==> src/rtl/bcd_countdown_timer.sv <==
// Multi-digit BCD countdown timer with a programmable prescaler, run/pause control,
// one-shot or auto-reload operation and a terminal-count pulse.
module bcd_countdown_timer #(
    parameter int DIGITS   = 2,
    parameter int TICK_DIV = 50_000_000
) (
    input  logic                i_clk,
    input  logic                i_reset,
    input  logic                i_load,
    input  logic [4*DIGITS-1:0] i_load_val,
    input  logic                i_start,
    input  logic                i_pause,
    input  logic                i_auto_reload,
    output logic [4*DIGITS-1:0] o_bcd_out,
    output logic                o_running,
    output logic                o_done,
    output logic                o_tick,
    output logic                o_tc_pulse
);

    localparam int W  = 4 * DIGITS;
    localparam int PW = $clog2(TICK_DIV);
    localparam logic [PW-1:0] P_LAST = PW'(TICK_DIV - 1);

    typedef enum logic [1:0] {
        S_IDLE,
        S_RUN,
        S_PAUSED,
        S_DONE
    } state_t;

    state_t        r_state, w_state;
    logic [W-1:0]  r_bcd, w_bcd;
    logic [W-1:0]  r_reload, w_reload;
    logic [PW-1:0] r_presc, w_presc;
    logic          r_tick, w_tick;
    logic          r_tc, w_tc;

    // Any digit above 9 is forced to 9 so the count stays valid BCD.
    function automatic logic [W-1:0] clamp_bcd(input logic [W-1:0] v);
        logic [W-1:0] r;
        logic [3:0]   d;
        r = '0;
        for (int i = 0; i < DIGITS; i++) begin
            d = v[4*i +: 4];
            r[4*i +: 4] = (d > 4'd9) ? 4'd9 : d;
        end
        return r;
    endfunction

    function automatic logic [W-1:0] bcd_dec(input logic [W-1:0] v);
        logic [W-1:0] r;
        logic [3:0]   d;
        logic         borrow;
        r      = '0;
        borrow = 1'b1;
        for (int i = 0; i < DIGITS; i++) begin
            d = v[4*i +: 4];
            if (!borrow) begin
                r[4*i +: 4] = d;
            end else if (d == 4'd0) begin
                r[4*i +: 4] = 4'd9;
            end else begin
                r[4*i +: 4] = d - 4'd1;
                borrow      = 1'b0;
            end
        end
        return r;
    endfunction

    always_comb begin
        w_state  = r_state;
        w_bcd    = r_bcd;
        w_reload = r_reload;
        w_presc  = r_presc;
        w_tick   = 1'b0;
        w_tc     = 1'b0;
        if (i_load) begin
            w_bcd    = clamp_bcd(i_load_val);
            w_reload = clamp_bcd(i_load_val);
            w_presc  = '0;
            w_state  = S_IDLE;
        end else begin
            case (r_state)
                S_IDLE: begin
                    if (i_start && !i_pause) begin
                        if (r_bcd == '0) begin
                            w_state = S_DONE;
                            w_tc    = 1'b1;
                        end else begin
                            w_state = S_RUN;
                            w_presc = '0;
                        end
                    end
                end
                S_RUN: begin
                    if (i_pause) begin
                        w_state = S_PAUSED;
                    end else if (r_presc != P_LAST) begin
                        w_presc = r_presc + PW'(1);
                    end else begin
                        // Prescaler wrap: this edge performs the count step.
                        w_presc = '0;
                        if (r_bcd == '0) begin
                            if (i_auto_reload) begin
                                w_bcd  = r_reload;
                                w_tick = 1'b1;
                                w_tc   = (r_reload == '0);
                            end else begin
                                w_state = S_DONE;
                            end
                        end else begin
                            w_bcd  = bcd_dec(r_bcd);
                            w_tick = 1'b1;
                            if (r_bcd == W'(1)) begin
                                w_tc = 1'b1;
                                if (!i_auto_reload) w_state = S_DONE;
                            end
                        end
                    end
                end
                S_PAUSED: begin
                    if (i_start && !i_pause) w_state = S_RUN;
                end
                S_DONE: begin
                    if (i_start && !i_pause) begin
                        if (r_reload == '0) begin
                            w_tc = 1'b1;
                        end else begin
                            w_bcd   = r_reload;
                            w_presc = '0;
                            w_state = S_RUN;
                        end
                    end
                end
                default: w_state = S_IDLE;
            endcase
        end
    end

    always_ff @(posedge i_clk) begin
        if (i_reset) begin
            r_state  <= S_IDLE;
            r_bcd    <= {DIGITS{4'd9}};
            r_reload <= {DIGITS{4'd9}};
            r_presc  <= '0;
            r_tick   <= 1'b0;
            r_tc     <= 1'b0;
        end else begin
            r_state  <= w_state;
            r_bcd    <= w_bcd;
            r_reload <= w_reload;
            r_presc  <= w_presc;
            r_tick   <= w_tick;
            r_tc     <= w_tc;
        end
    end

    assign o_bcd_out  = r_bcd;
    assign o_running  = (r_state == S_RUN);
    assign o_done     = (r_state == S_DONE);
    assign o_tick     = r_tick;
    assign o_tc_pulse = r_tc;

endmodule

==> config.mk <==
export PLATFORM = sky130hd
export DESIGN_NAME = bcd_countdown_timer
export DESIGN_NICKNAME = d
export VERILOG_FILES = /design/src/rtl/bcd_countdown_timer.sv
export SDC_FILE = /design/constraint.sdc
export NUM_CORES = 1
export LEC_CHECK = 0
export CAP_MARGIN = 20
export CORE_MARGIN = 3
export CORE_UTILIZATION = 55
export CTS_CLUSTER_DIAMETER = 150
export DETAILED_ROUTE_END_ITERATION = 10
export PLACE_DENSITY = 0.77
export SLEW_MARGIN = 40
export SYNTH_ARGS = -nofsm -noshare
export SYNTH_HDL_FRONTEND = slang
export SYNTH_SLANG_ARGS = --single-unit
==> constraint.sdc <==
create_clock -name i_clk -period 3 [get_ports i_clk]
set_input_delay 0.9 -clock i_clk [delete_from_list [all_inputs] [get_ports i_clk]]
set_output_delay 0.9 -clock i_clk [all_outputs]
set_load 0.05 [all_outputs]
Word-level counts from Yosys, hierarchy flattened
Index checks and enable logic that the tools add are counted.
{ "totals": {"input_bits": 14, "elab_cells": 96, "ff_bits": 46} }
{ "classes": {"n_reduce_logical": 15, "eq_ne": 19, "add_sub_neg": 3, "n_lt_le_gt_ge": 2, "bitwise": 1, "mux": 49} }
{ "ops": {"columns": ["op", "n"], "rows": [
  ["$mux W26", 6],
  ["$pmux W26 S3", 1],
  ["$mux W8", 7],
  ["$add A26 B1 Y26 const B", 1],
  ["$ne A26 B26 Y1 const B", 1],
  ["$mux W2", 10],
  ["$mux W4", 5],
  ["$reduce_and A6 Y1", 3],
  ["$mux W1", 17],
  ["$logic_not A8 Y1", 2],
  ["$pmux W8 S2", 1],
  ["$ne A3 B3 Y1 const B", 4],
  ["$ne A2 B2 Y1 const B", 5],
  ["$eq A8 B1 Y1 const B", 1],
  ["$gt A4 B4 Y1 const B", 2],
  ["$logic_not A4 Y1", 2],
  ["$ne A4 B2 Y1 const B", 2],
  ["$pmux W2 S4", 1],
  ["$sub A4 B1 Y4 const B", 2],
  ["$reduce_and A7 Y1", 1],
  ["$reduce_bool A3 Y1", 2],
  ["$reduce_or A5 Y1", 1],
  ["$eq A2 B2 Y1 const B", 2],
  ["$ne A4 B4 Y1 const B", 1],
  ["other kinds (9)", 9]
]} }

Logic depth before layout (Yosys ltp)
{ "depth": {"depth_word": 13, "mapped_depth": 9, "mapped_depth_nobuf": 8} }

Worst setup path after synthesis
No wires, ideal clock.
{ "synth_timing": {"path_kind": "register -> register", "from": "register r_state[1]", "to": "register r_presc[13]", "synth_period_minus_slack_ns": 2.303, "path_stages_with_launch": 10, "setup_time_ns": 0.117, "arrival_time_ns": 2.186, "slack_ns": 0.697, "path_cell_list": "dfxtp_1 > inv_1 > ha_1 > nand2b_1 > o22ai_1 > o211ai_1 > buf_2 > nor4_1 > xnor2_1 > nor2_1"} }
{ "synth_between": {"elab_chain_cells": 3, "word_cells_on_any_way": 11} }
{ "synth_rtl": {"columns": ["element", "line_no", "text"], "rows": [
  ["start, declared", "32", "state_t r_state, w_state;"],
  ["start signal, assigned", "150", "r_state <= w_state;"],
  ["$eq A2 B1 Y1 (*)", null, null],
  ["named net o_running", "15", "output logic o_running,"],
  ["$ne A2 B2 Y1 (no line) or $reduce_bool A3 Y1 (tied branches)", null, null],
  ["$reduce_and A6 Y1 (no line)", null, null],
  ["end signal, assigned", "153", "r_presc <= w_presc;"],
  ["end, declared", "35", "logic [PW-1:0] r_presc, w_presc;"]
]} }
Mark *: on every way through the listed nets, which the timed path passes. The rest lies on a longest branch.
A chain may end at the register's enable or synchronous reset.

Final worst setup path
{ "layout_timing": {"from": "register r_state[1]", "to": "output port o_running"} }
{ "layout_between": {"elab_chain_cells": 1} }
{ "layout_rtl": {"columns": ["element", "line_no", "text"], "rows": [
  ["$eq A2 B1 Y1", "160", "assign o_running = (r_state == S_RUN);"],
  ["end, declared", "15", null]
]} }
Every way passes these cells.

==> flow_metrics.env <==
export IMPL_final_net_count=372
export IMPL_critical_path_arrival_ns=1.80
export IMPL_place_ws_ns=0.0807
export IMPL_avgViaCountPerCell=6.08
export IMPL_clkTransAtPathRegs_ns=0.09
export IMPL_status="complete, no violations"
export IMPL_pin_count=26
export IMPL_dr_pass1_iters=5
export IMPL_io_buffers=25
export IMPL_criticalPathCategory="flop to output port"
export IMPL_synth_avg_cell_area_um2=8.07
export IMPL_cts_setup_buffers=0
export IMPL_synthCells=322
export IMPL_fin_crit_ns=2.70
export IMPL_place_congestion=0.859
export IMPL_cts_inserted_buffers=5
export IMPL_cts_max_path_buffers=2
export IMPL_ys_seq_elements=46
export IMPL_start_util_pct=58.5
export IMPL_finalCritPeriodShare_pct=90.1
export IMPL_critPathMaxFanout=5
export IMPL_fmax_ghz=0.370
export IMPL_synth_area_leader_cell="dfxtp_1"
export IMPL_cts_sinks=46
export IMPL_regArea_um2=921
export IMPL_core_rowCount=24
export IMPL_area_growth_pct=17.3
export IMPL_whs_ns=0.486
export IMPL_yosysWarnings=0
export IMPL_ant_nets=0
export IMPL_synthDistinctLibCells=55
export IMPL_hpwl_um=4480
export IMPL_rsz0062_at_grt="no"
export IMPL_core_area_um2=4440
export IMPL_fp_dieW_um=74.8
export IMPL_required_ns=2.10
export IMPL_slew_headroom_pct=54.0
export IMPL_critical_path_endpoint_type="output port"
export IMPL_hold_class="flop to flop"
export IMPL_slew_viol_final=0
export IMPL_synth_most_common_cell="dfxtp_1"
export IMPL_cp_start_kind="flop"
export IMPL_holdBufCountCts=0
export IMPL_clockRootBuffer="clkbuf_8"
export IMPL_synth_area_leaders="dfxtp_1 35%, nor2_1 5.9%, xnor2_1 5.1%"
export IMPL_synth_top_area_share_pct=35.4
export IMPL_timing_hold_violations_final=0
export IMPL_die_y_um=74.8
export IMPL_drv_cap=0
export IMPL_syn_area_um2=2600
export IMPL_setup_ws_ns=0.296
export IMPL_setup_tns_ns=0
export IMPL_grt_pass1_vias=2161
export IMPL_routed_wl_um=6090
export IMPL_layout_drive_gt1_share_pct=9.04
export IMPL_die_area_um2=5590
export IMPL_overflow=0
export IMPL_multiInputGateArea_um2=1580
export IMPL_h_tree_depth=2
export IMPL_diodes=0
export IMPL_drc_errors=0
export IMPL_setup_violations_final=0
export IMPL_synth_flop_cell="dfxtp_1"
export IMPL_route_vias_total=2470
export IMPL_grt_usage_pct=22.9
export IMPL_ys_async_sr_fraction_pct=0
export IMPL_cts_tree="done"
export IMPL_cts_resized=0
export IMPL_rrSetupSlack_ns=0.69
export IMPL_grt_first_pass_wirelength_um=9990
export IMPL_antenna_found_initial=0
export IMPL_synth_nets=341
export IMPL_worstSkewPairLatency_ns=0.31
export IMPL_synth_common_cells="46 x dfxtp_1, 41 x nor2_1, 29 x nand2_1, 21 x a21oi_1, 21 x o21ai_0"
export IMPL_p_per_area_nw_per_um2=409
export IMPL_worstMarginPinSlew_ns=0.690
export IMPL_drtIter0Drc=202
export IMPL_p_leak_nw=1.04
export IMPL_finClkSkew_ns=0.00891
export IMPL_fill_cells=380
export IMPL_seq_area_frac_synth_pct=35.4
export IMPL_grt_max_degree=26
export IMPL_synth_edf_count=0
export IMPL_wl_per_cell_um=15.0
export IMPL_vdd_drop_max_uv=355
[path summary, 6_finish.rpt]
check | start | end | depth (start not counted)
min reg2reg | r_reload[4]$_SDFFE_PP1P_ | r_reload[4]$_SDFFE_PP1P_ | 2
max reg2reg | r_state[1]$_SDFFE_PP0P_ | r_presc[20]$_SDFFE_PP0P_ | 8
min | r_reload[4]$_SDFFE_PP1P_ | r_reload[4]$_SDFFE_PP1P_ | 2
max | r_state[1]$_SDFFE_PP0P_ | o_running | 3
[layout by cell type, fill, tap and decap left out, types with 2 or more instances in the layout]
cell type        count
nor2_1              41
nand2_1             29
o21ai_0             21
and3_1               2
nor4_4               2
o2111ai_1            2
o21a_1               3
xnor2_1             15
nand4_1              6
dfxtp_1             46
nor4_1               6
or3_1                8
or4_1                4
inv_1               12
buf_12               2
o221ai_1             3
a21oi_1             21
buf_4                7
nor3b_1              2
o22ai_1              2
mux2i_1             12
ha_1                 5
and4_1               2
clkbuf_8             6
nand2b_1             4
or4_2                2
or2_2                2
nor3_1              19
nand4b_1             3
clkdlybuf4s50_1     25
xor2_1               3
nand3_1             11
[state kept, by name (all words and copies together), names as in the netlist]
signal / flops
o_bcd_out: 8
o_tick: 1
r_state: 2
o_tc_pulse: 1
r_presc: 26
r_reload: 8
[critical path, stage by stage (launching register included)]
cell,delay [ns]
dfxtp_1,0.35
inv_1,0.08
ha_1,0.23
clkdlybuf4s50_1,0.83
[per-stage QoR]
stage,util (%),instance area (µm²),power (mW),instances
2_1_floorplan,-,2600,0.786,322
3_3_place_gp,66.6,2960,0.855,398
3_5_place_dp,66.6,2960,0.859,398
4_1_cts,68.6,3050,1.25,406
5_1_grt,68.6,3050,1.29,406
6_report,68.6,3050,1.25,406
[cell type report]
| cell class | count | share of cell area (%) |
|---|---|---|
| inverters | 12 | 1.48 |
| flip-flops and latches | 46 | 30.2 |
| multi-input cells | 254 | 51.9 |
| clock buffers | 7 | 2.83 |
| clock inverters | 1 | 0.164 |
| repair buffers | 34 | 11.2 |
| well taps | 52 | 2.13 |
[report_power, final]
| part | switching (mW) | total [mW] | leakage, nW | internal (mW) |
|---|---|---|---|---|
| registers | 0.0211 | 0.647 | 0.374 | 0.626 |
| clock network | 0.214 | 0.401 | 0.0482 | 0.186 |
| logic | 0.113 | 0.200 | 0.622 | 0.0867 |
| total | 0.349 | 1.25 | 1.04 | 0.899 |
[routing by layer]
metal  global-route usage, %  wire (µm)  vias to the layer above
met5                       0          0                        -
met4                    7.71         93                        0
met3                    4.54        315                       11
met2                    35.6       2760                       72
met1                    31.7       2930                     1153
li1                        -          -                     1234
[logic make-up after synthesis]
group / share of synthesized area (%)
xor gates and xnor gates: 6.06
AOI/OAI and AO/OA: 15.7
and+or+nand+nor: 32.1
buffers and inverters: 3.66
muxes: 4.62
DFF: 35.4
adders and majority gates: 2.41
(Power assumes the default switching activity.)
